## src/rtl/mips_multicycle_controller_if.sv

```systemverilog
// Control bundle between the multi-cycle sequencer and the 19-bit datapath/memory port.
// The master side is the controller; the slave side is the datapath (or a bench standing in for it).
interface mips_multicycle_controller_if;
    logic [18:0] instruction;
    logic        zero;
    logic        carry;
    logic        mem_ready;
    logic        stack_full;
    logic        stack_empty;

    // mem_req/mem_ready form a request/complete pair: the access finishes on the rising edge
    // where both are 1; mem_ready is meaningless while mem_req is 0.
    logic        mem_req;
    logic        mem_read_write;
    logic        inst_or_data;
    logic        ir_write;
    logic        pc_write;
    logic [1:0]  pc_src;
    logic        reg2_read_source;
    logic        mem_or_alu;
    logic        is_shift;
    logic        alu_src;
    logic        reg_read_write;
    logic        flags_write;
    logic        stack_push;
    logic        stack_pop;
    logic [1:0]  scode;
    logic [2:0]  acode;
    logic        fault;
    logic [2:0]  state;

    modport master (
        input  instruction, zero, carry, mem_ready, stack_full, stack_empty,
        output mem_req, mem_read_write, inst_or_data, ir_write, pc_write, pc_src,
               reg2_read_source, mem_or_alu, is_shift, alu_src, reg_read_write,
               flags_write, stack_push, stack_pop, scode, acode, fault, state
    );

    modport slave (
        output instruction, zero, carry, mem_ready, stack_full, stack_empty,
        input  mem_req, mem_read_write, inst_or_data, ir_write, pc_write, pc_src,
               reg2_read_source, mem_or_alu, is_shift, alu_src, reg_read_write,
               flags_write, stack_push, stack_pop, scode, acode, fault, state
    );
endinterface

```

## src/rtl/mips_multicycle_controller.sv

```systemverilog
// FETCH/DECODE/EXEC/MEM/WB sequencer sharing one memory port for instructions and data.
// Outputs are combinational from state, IR and flags; a stack over/underflow locks into FAULT.
module mips_multicycle_controller (
    input  logic                          clk,
    input  logic                          rst,
    mips_multicycle_controller_if.master  ctrl
);
    typedef enum logic [2:0] {
        S_FETCH  = 3'd0,
        S_DECODE = 3'd1,
        S_EXEC   = 3'd2,
        S_MEM    = 3'd3,
        S_WB     = 3'd4,
        S_FAULT  = 3'd5
    } state_t;

    typedef enum logic [3:0] {
        C_ALU, C_ALUI, C_SHIFT, C_LOAD, C_STORE, C_BRANCH, C_JUMP, C_JSB, C_RET, C_NOP
    } iclass_t;

    typedef struct packed {
        logic       mem_req;
        logic       mem_read_write;
        logic       inst_or_data;
        logic       ir_write;
        logic       pc_write;
        logic [1:0] pc_src;
        logic       reg2_read_source;
        logic       mem_or_alu;
        logic       is_shift;
        logic       alu_src;
        logic       reg_read_write;
        logic       flags_write;
        logic       stack_push;
        logic       stack_pop;
        logic [1:0] scode;
        logic [2:0] acode;
        logic       fault;
    } ctl_t;

    state_t  state_q, state_d;
    iclass_t iclass;
    logic    branch_taken;
    ctl_t    o;

    always_comb begin
        iclass = C_NOP;
        if (ctrl.instruction[18:17] == 2'b00)                                      iclass = C_ALU;
        else if (ctrl.instruction[18:17] == 2'b01)                                 iclass = C_ALUI;
        else if (ctrl.instruction[18:16] == 3'b110)                                iclass = C_SHIFT;
        else if (ctrl.instruction[18:14] == 5'b10000)                              iclass = C_LOAD;
        else if (ctrl.instruction[18:14] == 5'b10001)                              iclass = C_STORE;
        else if (ctrl.instruction[18:16] == 3'b101)                                iclass = C_BRANCH;
        else if (ctrl.instruction[18:15] == 4'b1110)                               iclass = ctrl.instruction[14] ? C_JSB : C_JUMP;
        else if (ctrl.instruction[18:13] == 6'b111100)                             iclass = C_RET;
    end

    always_comb begin
        case (ctrl.instruction[15:14])
            2'b00:   branch_taken = ctrl.zero;
            2'b01:   branch_taken = !ctrl.zero;
            2'b10:   branch_taken = ctrl.carry;
            default: branch_taken = !ctrl.carry;
        endcase
    end

    // ALU/shift selects are identical in EXEC and WB so the result is still valid at write-back.
    function automatic ctl_t with_alu_fields(input ctl_t c, input iclass_t k, input logic [18:0] ins);
        ctl_t r;
        r = c;
        if (k == C_ALU || k == C_ALUI) r.acode = ins[16:14];
        if (k == C_ALUI)               r.alu_src = 1'b1;
        if (k == C_SHIFT) begin
            r.scode    = ins[15:14];
            r.is_shift = 1'b1;
        end
        return r;
    endfunction

    always_ff @(posedge clk or posedge rst) begin
        if (rst) state_q <= S_FETCH;
        else     state_q <= state_d;
    end

    always_comb begin
        o       = '0;
        state_d = state_q;
        case (state_q)
            S_FETCH: begin
                o.mem_req = 1'b1;
                if (ctrl.mem_ready) begin
                    o.ir_write = 1'b1;
                    o.pc_write = 1'b1;
                    state_d    = S_DECODE;
                end
            end
            S_DECODE: state_d = S_EXEC;
            S_EXEC: begin
                state_d = S_FETCH;
                case (iclass)
                    C_ALU, C_ALUI, C_SHIFT: begin
                        o             = with_alu_fields(o, iclass, ctrl.instruction);
                        o.flags_write = 1'b1;
                        state_d       = S_WB;
                    end
                    C_LOAD, C_STORE: begin
                        o.alu_src          = 1'b1;
                        o.reg2_read_source = 1'b1;
                        state_d            = S_MEM;
                    end
                    C_BRANCH: begin
                        o.pc_write = branch_taken;
                        o.pc_src   = branch_taken ? 2'b01 : 2'b00;
                    end
                    C_JUMP: begin
                        o.pc_write = 1'b1;
                        o.pc_src   = 2'b01;
                    end
                    C_JSB: begin
                        if (ctrl.stack_full) state_d = S_FAULT;
                        else begin
                            o.pc_write   = 1'b1;
                            o.pc_src     = 2'b01;
                            o.stack_push = 1'b1;
                        end
                    end
                    C_RET: begin
                        if (ctrl.stack_empty) state_d = S_FAULT;
                        else begin
                            o.pc_write  = 1'b1;
                            o.pc_src    = 2'b10;
                            o.stack_pop = 1'b1;
                        end
                    end
                    default: ;
                endcase
            end
            S_MEM: begin
                o.mem_req          = 1'b1;
                o.inst_or_data     = 1'b1;
                o.alu_src          = 1'b1;
                o.reg2_read_source = 1'b1;
                o.mem_read_write   = (iclass == C_STORE);
                if (ctrl.mem_ready) state_d = (iclass == C_LOAD) ? S_WB : S_FETCH;
            end
            S_WB: begin
                o.reg_read_write = 1'b1;
                if (iclass == C_LOAD) begin
                    o.alu_src          = 1'b1;
                    o.reg2_read_source = 1'b1;
                end else begin
                    o            = with_alu_fields(o, iclass, ctrl.instruction);
                    o.mem_or_alu = 1'b1;
                end
                state_d = S_FETCH;
            end
            S_FAULT: o.fault = 1'b1;
            default: state_d = S_FETCH;
        endcase
        // Reset is asynchronous, so the outputs must drop in the same cycle it rises.
        if (rst) o = '0;
    end

    assign ctrl.mem_req          = o.mem_req;
    assign ctrl.mem_read_write   = o.mem_read_write;
    assign ctrl.inst_or_data     = o.inst_or_data;
    assign ctrl.ir_write         = o.ir_write;
    assign ctrl.pc_write         = o.pc_write;
    assign ctrl.pc_src           = o.pc_src;
    assign ctrl.reg2_read_source = o.reg2_read_source;
    assign ctrl.mem_or_alu       = o.mem_or_alu;
    assign ctrl.is_shift         = o.is_shift;
    assign ctrl.alu_src          = o.alu_src;
    assign ctrl.reg_read_write   = o.reg_read_write;
    assign ctrl.flags_write      = o.flags_write;
    assign ctrl.stack_push       = o.stack_push;
    assign ctrl.stack_pop        = o.stack_pop;
    assign ctrl.scode            = o.scode;
    assign ctrl.acode            = o.acode;
    assign ctrl.fault            = o.fault;
    assign ctrl.state            = state_q;
endmodule
```

## src/flat_wrapper.sv

```systemverilog
// flat-port wrapper written by rule: the top's interface ports become plain ports
module mips_multicycle_controller_flat 
  (clk, rst, ctrl_instruction, ctrl_zero, ctrl_carry, ctrl_mem_ready, ctrl_stack_full, ctrl_stack_empty, ctrl_mem_req, ctrl_mem_read_write, ctrl_inst_or_data, ctrl_ir_write, ctrl_pc_write, ctrl_pc_src, ctrl_reg2_read_source, ctrl_mem_or_alu, ctrl_is_shift, ctrl_alu_src, ctrl_reg_read_write, ctrl_flags_write, ctrl_stack_push, ctrl_stack_pop, ctrl_scode, ctrl_acode, ctrl_fault, ctrl_state);
  mips_multicycle_controller_if ctrl_i ();
  input  logic clk;
  input  logic rst;
  input wire logic [$bits(ctrl_i.instruction)-1:0] ctrl_instruction;
  input wire logic [$bits(ctrl_i.zero)-1:0] ctrl_zero;
  input wire logic [$bits(ctrl_i.carry)-1:0] ctrl_carry;
  input wire logic [$bits(ctrl_i.mem_ready)-1:0] ctrl_mem_ready;
  input wire logic [$bits(ctrl_i.stack_full)-1:0] ctrl_stack_full;
  input wire logic [$bits(ctrl_i.stack_empty)-1:0] ctrl_stack_empty;
  output wire logic [$bits(ctrl_i.mem_req)-1:0] ctrl_mem_req;
  output wire logic [$bits(ctrl_i.mem_read_write)-1:0] ctrl_mem_read_write;
  output wire logic [$bits(ctrl_i.inst_or_data)-1:0] ctrl_inst_or_data;
  output wire logic [$bits(ctrl_i.ir_write)-1:0] ctrl_ir_write;
  output wire logic [$bits(ctrl_i.pc_write)-1:0] ctrl_pc_write;
  output wire logic [$bits(ctrl_i.pc_src)-1:0] ctrl_pc_src;
  output wire logic [$bits(ctrl_i.reg2_read_source)-1:0] ctrl_reg2_read_source;
  output wire logic [$bits(ctrl_i.mem_or_alu)-1:0] ctrl_mem_or_alu;
  output wire logic [$bits(ctrl_i.is_shift)-1:0] ctrl_is_shift;
  output wire logic [$bits(ctrl_i.alu_src)-1:0] ctrl_alu_src;
  output wire logic [$bits(ctrl_i.reg_read_write)-1:0] ctrl_reg_read_write;
  output wire logic [$bits(ctrl_i.flags_write)-1:0] ctrl_flags_write;
  output wire logic [$bits(ctrl_i.stack_push)-1:0] ctrl_stack_push;
  output wire logic [$bits(ctrl_i.stack_pop)-1:0] ctrl_stack_pop;
  output wire logic [$bits(ctrl_i.scode)-1:0] ctrl_scode;
  output wire logic [$bits(ctrl_i.acode)-1:0] ctrl_acode;
  output wire logic [$bits(ctrl_i.fault)-1:0] ctrl_fault;
  output wire logic [$bits(ctrl_i.state)-1:0] ctrl_state;
  assign ctrl_i.instruction = ctrl_instruction;
  assign ctrl_i.zero = ctrl_zero;
  assign ctrl_i.carry = ctrl_carry;
  assign ctrl_i.mem_ready = ctrl_mem_ready;
  assign ctrl_i.stack_full = ctrl_stack_full;
  assign ctrl_i.stack_empty = ctrl_stack_empty;
  assign ctrl_mem_req = ctrl_i.mem_req;
  assign ctrl_mem_read_write = ctrl_i.mem_read_write;
  assign ctrl_inst_or_data = ctrl_i.inst_or_data;
  assign ctrl_ir_write = ctrl_i.ir_write;
  assign ctrl_pc_write = ctrl_i.pc_write;
  assign ctrl_pc_src = ctrl_i.pc_src;
  assign ctrl_reg2_read_source = ctrl_i.reg2_read_source;
  assign ctrl_mem_or_alu = ctrl_i.mem_or_alu;
  assign ctrl_is_shift = ctrl_i.is_shift;
  assign ctrl_alu_src = ctrl_i.alu_src;
  assign ctrl_reg_read_write = ctrl_i.reg_read_write;
  assign ctrl_flags_write = ctrl_i.flags_write;
  assign ctrl_stack_push = ctrl_i.stack_push;
  assign ctrl_stack_pop = ctrl_i.stack_pop;
  assign ctrl_scode = ctrl_i.scode;
  assign ctrl_acode = ctrl_i.acode;
  assign ctrl_fault = ctrl_i.fault;
  assign ctrl_state = ctrl_i.state;
  mips_multicycle_controller u_core (.clk(clk), .rst(rst), .ctrl(ctrl_i));
endmodule
```

## config.mk

```make
export PLATFORM = sky130hd
export DESIGN_NAME = mips_multicycle_controller_flat
export DESIGN_NICKNAME = d
export VERILOG_FILES = /design/src/rtl/mips_multicycle_controller_if.sv /design/src/rtl/mips_multicycle_controller.sv /design/src/flat_wrapper.sv
export SDC_FILE = /design/constraint.sdc
export NUM_CORES = 1
export LEC_CHECK = 0
export BUFFER_PORTS_ARGS = -buffer_cell sky130_fd_sc_hd__buf_2
export CORE_MARGIN = 3
export CORE_UTILIZATION = 33
export CTS_BUF_LIST = sky130_fd_sc_hd__clkbuf_4 sky130_fd_sc_hd__clkbuf_8 sky130_fd_sc_hd__clkbuf_16
export CTS_CLUSTER_DIAMETER = 120
export DETAILED_ROUTE_END_ITERATION = 8
export PLACE_DENSITY = 0.81
export REMOVE_ABC_BUFFERS = 1
export SLEW_MARGIN = 40
export SYNTH_ARGS = -nofsm -noshare
export SYNTH_HDL_FRONTEND = slang
export SYNTH_SLANG_ARGS = --single-unit
export TNS_END_PERCENT = 1
```

## constraint.sdc

```tcl
create_clock -name clk -period 1.8 [get_ports clk]
set_input_delay 0.36 -clock clk [delete_from_list [all_inputs] [get_ports clk]]
set_output_delay 0.36 -clock clk [all_outputs]
set_load 0.005 [all_outputs]
```

==> results of run 1 <==
[cells in the mapped netlist]
cell type | number | area, µm²
xor2_1 | 1 | 8.760
and2_1 | 5 | 31.28
and3_1 | 1 | 6.260
nand3_1 | 3 | 15.01
mux2i_1 | 1 | 10.01
a311oi_1 | 1 | 8.760
buf_1 | 1 | 3.750
and2b_1 | 2 | 15.01
o221ai_1 | 1 | 8.760
or4bb_1 | 1 | 11.26
nor2b_1 | 2 | 12.51
nor2_1 | 5 | 18.77
nand2_1 | 8 | 30.03
clkbuf_1 | 3 | 11.26
nor4_1 | 1 | 6.260
a221oi_1 | 1 | 8.760
nand2b_1 | 3 | 18.77
nand3b_1 | 1 | 7.510
inv_1 | 4 | 15.01
o21a_1 | 1 | 7.510
or3_1 | 2 | 12.51
a21o_1 | 1 | 7.510
buf_2 | 1 | 5.000
xnor2_1 | 1 | 8.760
or4b_1 | 1 | 10.01
nor3b_1 | 1 | 7.510
o22ai_1 | 1 | 6.260
buf_4 | 1 | 7.510
o21ai_0 | 4 | 20.02
nor3_1 | 8 | 40.04
a32oi_1 | 1 | 8.760
dfrtp_1 | 3 | 75.07
or3b_1 | 1 | 8.760
a31oi_1 | 3 | 18.77
a21oi_1 | 3 | 15.01
a211oi_1 | 1 | 7.510
o41ai_1 | 1 | 8.760
or2_2 | 1 | 6.260
a2111oi_0 | 1 | 8.760
o21bai_1 | 1 | 7.510
nor4b_1 | 2 | 17.52
[kinds of logic after synthesis]
family,Yosys count
AOI/OAI and AO/OA,21
and+or+nand+nor,48
muxes,1
buffers and inverters,10
xor gates and xnor gates,2
DFF,3
[area by class of cell]
class,count,area [µm²],share of cell area
tap,16,20.02,0.01762
sequential,3,76.32,0.06718
inverter,4,15.01,0.01322
multi-input combinational,72,595.6,0.5242
timing repair buffer,62,399.1,0.3513
clock buffer,4,30.03,0.02643
[stage by stage]
| stage | utilization | std cells | setup slack (ns) | hold slack (ns) |
|---|---|---|---|---|
| 2_1_floorplan | - | 79 | -0.1187 | 0.1218 |
| 3_3_place_gp | 0.5827 | 154 | -0.2333 | 0.4662 |
| 3_5_place_dp | 0.5827 | 154 | -0.2601 | 0.4701 |
| 4_1_cts | 0.6782 | 161 | -0.2249 | 0.2582 |
| 5_1_grt | 0.7287 | 161 | -0.2750 | 0.3187 |
| 6_report | 0.7287 | 161 | -0.2276 | 0.3075 |
[path summary, 6_finish.rpt]
check / startpoint / end / slack (ns) / cells past startpoint
hold reg to reg: u_core.ctrl.state[1]$_DFFE_PP0P_ / u_core.ctrl.state[1]$_DFFE_PP0P_ / 0.71 / 2
hold / removal: rst / u_core.ctrl.state[0]$_DFFE_PP0P_ / 0.31 / 3
max in group asynchronous: rst / u_core.ctrl.state[2]$_DFFE_PP0P_ / 1.34 / 3
setup reg to reg: u_core.ctrl.state[0]$_DFFE_PP0P_ / u_core.ctrl.state[0]$_DFFE_PP0P_ / 0.29 / 7
setup / recovery: ctrl_instruction[14] / ctrl_pc_write / -0.23 / 6
min in group clk: ctrl_mem_ready / u_core.ctrl.state[1]$_DFFE_PP0P_ / 0.43 / 2
[power by group]
| group | internal [mW] | switching (mW) | total [mW] |
|---|---|---|---|
| registers | 0.0986 | 0.0363 | 0.135 |
| logic | 0.422 | 0.451 | 0.873 |
| clock network | 0.0980 | 0.0337 | 0.132 |
| total | 0.619 | 0.521 | 1.14 |
[worst register-to-register path: stages (launching register included)]
cell and delay, ns:
dfrtp_1 0.41, nor2_4 0.16, buf_4 0.12, buf_4 0.10, buf_4 0.12, nand2_2 0.11
o21bai_1 0.20, o221ai_1 0.20
[metal layers]
layer / share of wire / wire length [µm] / vias to the layer above
li1: - / - / 440
met1: 0.38 / 999 / 455
met3: 0.088 / 230 / 12
met4: 0.033 / 85 / 0
met2: 0.49 / 1287 / 60
met5: 0 / 0 / -
[what timing repair did]
action                     4_1_cts  5_1_grt
setup buffers                    3        0
pin swaps                        8        4
gates resized for setup         21       14
setup endpoints to repair       13       17
==> flow_summary.toml, run 1 <==
[synth]
yosys_warnings = 0
synth.distinct_cells = 41
synthAdderAreaFrac = 0
seq_area_frac_synth = 0.1333
yosys-mux-area-fraction = 0.01778
synth_compound_area_frac = 0.2533
synth_top_family_by_area = "simple AND/OR/NAND/NOR gates"
syn_area_um2 = 563.0
ys_ff_latch = 3
synthSimpleGateAreaFrac = 0.4889
syn_area_per_cell_um2 = 6.624
synth-xor-area-share = 0.03111
syn_inst = 85

[placed_design]
dp_hpwl_um = 1708
portBuffers = 36
place_congestion = 0.8958
place_area_um2 = 908.4

[route]
drt_iter0_drc = 34
wl_per_cell_um = 16.17
postRouteAntennaNets = 0
vias_per_cell = 6.006
wl_um = 2603
post-route-drc-count = 0
dr.pass1.iters = 4
via_count = 967

[cells_and_area]
drive_gt1_frac = 0.6138
final_common_cell = "buf_2"
num_antenna_cells = 0
area_delta_synth_final_pct = 101.8
finish.instance_area_um2 = 1136
largest_reg_flops = 3
n_fill_cell = 129
layout.nets = 172
mostFrequentLayoutCells = "34 x buf_2, 23 x buf_4, 7 x nand2_1"

[worst_setup_path]
worstSetupStartpointType = "primary input"
crit_required_ns = 1.44
cp_num_buf_inv = 2
cp_data_arrival_time_ns = 1.67
crit_path_max_incr_delay_ns = 0.39
worst-setup-path-type = "in2out"
cp_max_fo = 2
cp_cell_sequence = "buf_6 -> or3b_4 -> or3_4 -> a21o_1 -> a31oi_1 -> buf_2"
cp-end-kind = "output pin"
path_delay_family = "simple AND/OR/NAND/NOR gates"
cp_slowest_cell = "or3b_4"

[sta]
hold_viol_final = 0
setup_slack_ns = -0.2276
rsz0062_at_grt = "true"
fin_worst_skew_ns = 0.00001965
fin_tns_setup_ns = -1.597
fmax_mhz = 493.2
worst_pin_slew_ns = 0.3174
min_period_over_period = 1.126
slew_headroom = 0.7854
slew_violations = 0
min_period_ns = 2.028
finalSetupViolCount = 15

[clock_tree]
cts_buffers = 3
h-tree-depth = 1
root_buffer = "clkbuf_4"
clkTransAtPathRegs_ns = 0.04
insertion_delay_ns = 0.23
clock-sinks = 3
clk_path_buf_depth = 2
holdBufCountCts = 0
cts_tree = "yes"

[flow_run]
maxCapViolCount = 0

[status]
status = "complete, but fails checks"
violations = "negative setup slack"

[power]
powerDensity_nw_per_um2 = 1003
peakVddDrop_mv = 0.4689
report.power.total_mw = 1.140
p_leak_nw = 0.5483

[floorplanning]
die-height_um = 47.31
ios = 50
design.core.area_um2 = 1559
die_area_um2 = 2238
start_util = 0.3612
die_x_um = 47.31
fp-row-count = 14

[global_route]
grt_pass1_vias = 870
grt_util_met1 = 0.2601
grtUsageMet2 = 0.3824
grt_first_pass_wirelength_um = 3629
grt_antenna_before_repair = 0
grtUsageMet3 = 0.03831
grt-ovfl-total = 0
grtUsageTotal = 0.2189
grt.busiest_layer = "met2"
grt_max_degree = 15

[min_path]
min_path_type = "in2async"
(Power assumes the default switching activity.)
==> run 2: changes to the inputs <==
BUFFER_PORTS_ARGS = default   (was -buffer_cell sky130_fd_sc_hd__buf_2)
CORE_AREA = 3 3 40 42   (was default)
CORE_MARGIN = default   (was 3)
CORE_UTILIZATION = default   (was 33)
CTS_CLUSTER_SIZE = 8   (was default)
DIE_AREA = 0 0 43 45   (was default)
DONT_BUFFER_PORTS = 1   (was default)
PLACE_DENSITY = 0.65   (was 0.81)
TNS_END_PERCENT = 5   (was 1)
==> run 2 against run 1 <==
The run still ends with negative setup slack left. Worst hold slack lost 0.056 ns. Final cell count shrank 30%. Count of clock-buffer cells in the layout is the same. Via count shrank 24%. Flip-flop and latch count is the same. Sequential power shrank 7%. Power shrank 21%. Clock power is essentially flat.
==> flow_summary.toml, run 2 (synthesized netlist as in run 1, its figures left out) <==
[status]
status = "complete, but fails checks"
violations = "negative setup slack"

[sta]
whs_ns = 0.2511
min_period_ns = 1.928
worst_pin_slew_ns = 0.3554
rsz0062_at_grt = "true"
slew_violations = 0
setup_slack_ns = -0.1276
hold_viol_final = 0
finalSetupViolCount = 6
fin_worst_skew_ns = 0.001242
fmax_mhz = 518.8
slew_headroom = 0.7600
min_period_over_period = 1.071

[clock_tree]
cts_buffers = 3
cts_tree = "yes"
h-tree-depth = 1
insertion_delay_ns = 0.23
root_buffer = "clkbuf_4"
clkTransAtPathRegs_ns = 0.04
clock-sinks = 3
clk_path_buf_depth = 2

[flow_run]
maxCapViolCount = 0

[worst_setup_path]
crit_start = "u_core.ctrl.state[2]$_DFFE_PP0P_"
r2r-start = "u_core.ctrl.state[2]$_DFFE_PP0P_"
cp-end-kind = "output pin"
worstSetupStartpointType = "register"
cp_cell_sequence = "nor2_2 -> nand3_2 -> or4b_4 -> a31oi_2"
crit_required_ns = 1.44
crit_path_max_incr_delay_ns = 0.49
cp_slowest_cell = "or4b_4"
worst-setup-path-type = "reg2out"
cp_data_arrival_time_ns = 1.57
cp_max_fo = 4

[placed_design]
post-place-ws_ns = -0.04480
portBuffers = 0
place_congestion = 0.8745
dp_hpwl_um = 1292

[route]
dr.pass1.iters = 4
post-route-drc-count = 0
wl_per_cell_um = 17.10
wl_um = 1932
drt_iter0_drc = 28
via_count = 732
vias_per_cell = 6.478
postRouteAntennaNets = 0

[power]
powerDensity_nw_per_um2 = 1144
p_comb_frac = 0.712
report.power.total_mw = 0.9002
p_int_mw = 0.4959
clkPwrFrac = 0.148
swShare = 0.4492
switchingPower_mw = 0.4043
p_leak_nw = 0.3039
peakVddDrop_mv = 0.6211
seq_power_share = 0.139

[cells_and_area]
register_area_um2 = 75.07
mostFrequentLayoutCells = "11 x buf_4, 7 x nand2_1"
num_antenna_cells = 0
largest_reg_flops = 3
n_fill_cell = 122
drive_gt1_frac = 0.3571
final_common_cell = "buf_4"
multi_input_area_um2 = 521.8
layout.nets = 125
area_delta_synth_final_pct = 39.78

[floorplanning]
die_area_um2 = 1935
start_util = 0.4382
ios = 50
fp-row-count = 13
die-height_um = 45
die_x_um = 43
design.core.area_um2 = 1285

[global_route]
grtUsageMet2 = 0.2934
grtUsageTotal = 0.1774
grt.busiest_layer = "met2"
grt_pass1_vias = 615
grtUsageMet3 = 0.03586
grt_first_pass_wirelength_um = 2711
grt-ovfl-total = 0
grt_util_met1 = 0.2410
grt_max_degree = 15
grt_antenna_before_repair = 0

[min_path]
hold_start = "ctrl_mem_ready"
min_path_type = "in2reg"
-- run 2: critical path: cells and delay by family, from the launching register on --
| kind | cells | cell delay (ns) |
|---|---|---|
| flops | 1 | 0.42 |
| compound gates | 1 | 0.17 |
| simple gates | 3 | 0.75 |
-- run 2: layer usage --
metal / share of wire / up-vias
met2: 0.50 / 48
li1: - / 340
met3: 0.11 / 2
met1: 0.38 / 342
met4: 0.0062 / 0
met5: 0 / -
-- run 2: area by class of cell --
type / instances / share of cell area
multi-input cells: 72 / 0.6630
flip-flops and latches: 3 / 0.09539
well taps: 15 / 0.02385
repair buffers: 15 / 0.1606
inverters: 4 / 0.01908
clock buffers: 4 / 0.03816
-- run 2: stage by stage --
step,instances,cell area [µm²],TNS (ns),util
2_1_floorplan,79,535.5,-0.3955,-
3_3_place_gp,105,636.9,-0.1059,0.4956
3_5_place_dp,105,636.9,-0.07570,0.4956
4_1_cts,113,740.7,-0.5011,0.5764
5_1_grt,113,787.0,-1.044,0.6125
6_report,113,787.0,-0.4310,0.6125
-- run 2: power by group through the flow --
stage	Sequential [mW]	Clock [mW]	Combinational, mW
2_1_floorplan	0.172	0	0.243
3_3_place_gp	0.113	0	0.456
3_5_place_dp	0.113	0	0.464
4_1_cts	0.116	0.134	0.577
5_1_grt	0.127	0.141	0.695
6_report	0.125	0.134	0.641
-- run 2: repair_timing --
item | in CTS | in global routing
hold buffers | 1 | 0
buffers inserted | 3 | 0
endpoints found under the setup margin | 9 | 14
resized for setup | 9 | 11
pin swaps | 3 | 1
endpoints found under the hold margin | 3 | 0
-- run 2: final timing paths --
| check | end | slack [ns] | depth (start not counted) |
|---|---|---|---|
| max in group asynchronous | u_core.ctrl.state[2]$_DFFE_PP0P_ | 1.18 | 2 |
| worst max-delay path | ctrl_pc_write | -0.13 | 4 |
| min in group asynchronous | u_core.ctrl.state[0]$_DFFE_PP0P_ | 0.48 | 2 |
| worst min register to register | u_core.ctrl.state[1]$_DFFE_PP0P_ | 0.68 | 2 |
| worst max register to register | u_core.ctrl.state[0]$_DFFE_PP0P_ | 0.33 | 7 |
| worst min-delay path | u_core.ctrl.state[1]$_DFFE_PP0P_ | 0.25 | 1 |
==> run 3: changes to the inputs <==
PLACE_DENSITY = 0.63   (was 0.65)
clock period = 2.3 ns   (was 1.8 ns; I/O delays follow)
==> run 3 against run 2 <==
The run now ends clean. Sequential share of layout area increased by 2.5 points. Clock power decreased by 19%. Worst hold slack improved by 0.081 ns. Largest power group unchanged. Cell area shrank 20%. Highest routed layer unchanged.
==> flow_summary.toml, run 3 (synthesized netlist as in run 1, its figures left out) <==
[global_route]
grt_pass1_vias = 639
grtUsageTotal = 0.1782
grt-ovfl-total = 0
grt_antenna_before_repair = 0
grt_max_degree = 15
grt_first_pass_wirelength_um = 2601

[worst_setup_path]
cp_cell_sequence = "nor2_2 -> nand3_1 -> or4b_1 -> a31oi_2"
crit_required_ns = 1.84
worst-setup-path-type = "reg2out"
cp-end-kind = "output pin"
worstSetupStartpointType = "register"
cp_max_fo = 10
cp_data_arrival_time_ns = 1.70
ff2ff_setup_slack_ns = 1.02
crit_path_max_incr_delay_ns = 0.49
cp_slowest_cell = "or4b_1"

[placed_design]
dp_cells = 97
place_area_um2 = 576.8
post-place-ws_ns = 0.1331
dp_hpwl_um = 1249
portBuffers = 0
place_congestion = 0.8600

[clock_tree]
h-tree-depth = 1
clk_path_buf_depth = 2
cts_setup_buffers = 0
root_buffer = "clkbuf_4"
clock-sinks = 3
clkTransAtPathRegs_ns = 0.04
insertion_delay_ns = 0.24
cts_buffers = 3
cts_tree = "yes"

[power]
report.power.total_mw = 0.5398
seq_power_share = 0.192
p_leak_nw = 0.2322
peakVddDrop_mv = 0.2769
switchingPower_mw = 0.2603
clkPwrFrac = 0.200
powerDensity_nw_per_um2 = 852.6
p_int_mw = 0.2795
swShare = 0.4823
p_comb_frac = 0.608

[sta]
fin_tns_setup_ns = 0
min_period_over_period = 0.9387
min_period_ns = 2.159
fmax_mhz = 463.2
finalSetupViolCount = 0
whs_ns = 0.3321
setup_slack_ns = 0.1411
rsz0062_at_grt = "false"
hold_viol_final = 0
slew_headroom = 0.6963
worst_pin_slew_ns = 0.4492
fin_worst_skew_ns = 0.002723
slew_violations = 0

[cells_and_area]
mostFrequentLayoutCells = "8 x nand2_1, 8 x nor3_1, 5 x and2_1"
area_delta_synth_final_pct = 12.44
num_antenna_cells = 0
largest_reg_flops = 3
drive_gt1_frac = 0.1379
final_cells = 102
postLayoutCoreUtil = 0.4927
finish.instance_area_um2 = 633.1
layout.nets = 114

[flow_run]
maxCapViolCount = 0

[min_path]
min_path_type = "in2reg"

[route]
postRouteAntennaNets = 0
vias_per_cell = 6.353
wl_per_cell_um = 16.19
post-route-drc-count = 0
via_count = 648
drt_iter0_drc = 15
wl_um = 1651
dr.pass1.iters = 4

[floorplanning]
fp-row-count = 13
start_util = 0.4382
ios = 50
die_x_um = 43
die_area_um2 = 1935
design.core.area_um2 = 1285
die-height_um = 45

[status]
status = "finished, final reports clean"
==> run 3: timing repair <==
| item | in CTS | in global routing |
|---|---|---|
| endpoints found under the setup margin | 3 | 4 |
| gates resized for setup | 1 | 4 |
| hold buffers | 1 | 0 |
| hold endpoints to repair | 3 | 0 |
| pin swaps | 1 | 0 |
==> run 3: critical path, delay by kind of cell (launching register included) <==
| family | cells | cell delay (ns) |
|---|---|---|
| and+or+nand+nor | 3 | 0.80 |
| DFF | 1 | 0.47 |
| AOI/OAI and AO/OA | 1 | 0.20 |
==> run 3: worst paths after layout <==
kind	end	startpoint	cells after the start
worst max-delay path	ctrl_pc_write	u_core.ctrl.state[2]$_DFFE_PP0P_	4
worst min-delay path	u_core.ctrl.state[1]$_DFFE_PP0P_	ctrl_mem_ready	1
worst max register to register	u_core.ctrl.state[0]$_DFFE_PP0P_	u_core.ctrl.state[2]$_DFFE_PP0P_	4
worst min register to register	u_core.ctrl.state[1]$_DFFE_PP0P_	u_core.ctrl.state[2]$_DFFE_PP0P_	1
max in group asynchronous	u_core.ctrl.state[2]$_DFFE_PP0P_	rst	2
min in group asynchronous	u_core.ctrl.state[1]$_DFFE_PP0P_	rst	2
==> run 3: power by group through the flow <==
stage | Sequential, mW | Clock, mW | Combinational, mW
final | 0.104 | 0.108 | 0.328
after global routing | 0.109 | 0.119 | 0.356
after CTS | 0.100 | 0.110 | 0.314
after detailed placement | 0.100 | 0 | 0.309
after global placement | 0.0987 | 0 | 0.303
after floorplan | 0.135 | 0 | 0.190
==> run 3: per-layer routing <==
metal	GRT usage	vias up	part of all wire	wire, µm
met4	0.09036	0	0.010	17
met2	0.3114	28	0.47	775
met3	0.03984	2	0.079	131
met5	0	-	0	0
met1	0.2048	300	0.44	727
li1	-	318	-	-
==> run 3: final cells by class <==
type / instances / area, µm²
fillers: 140 / 651.9
multi-input cells: 72 / 460.4
flip-flops and latches: 3 / 76.32
repair buffers: 4 / 32.53
clock buffers: 4 / 30.03
well taps: 15 / 18.77
inverters: 4 / 15.01
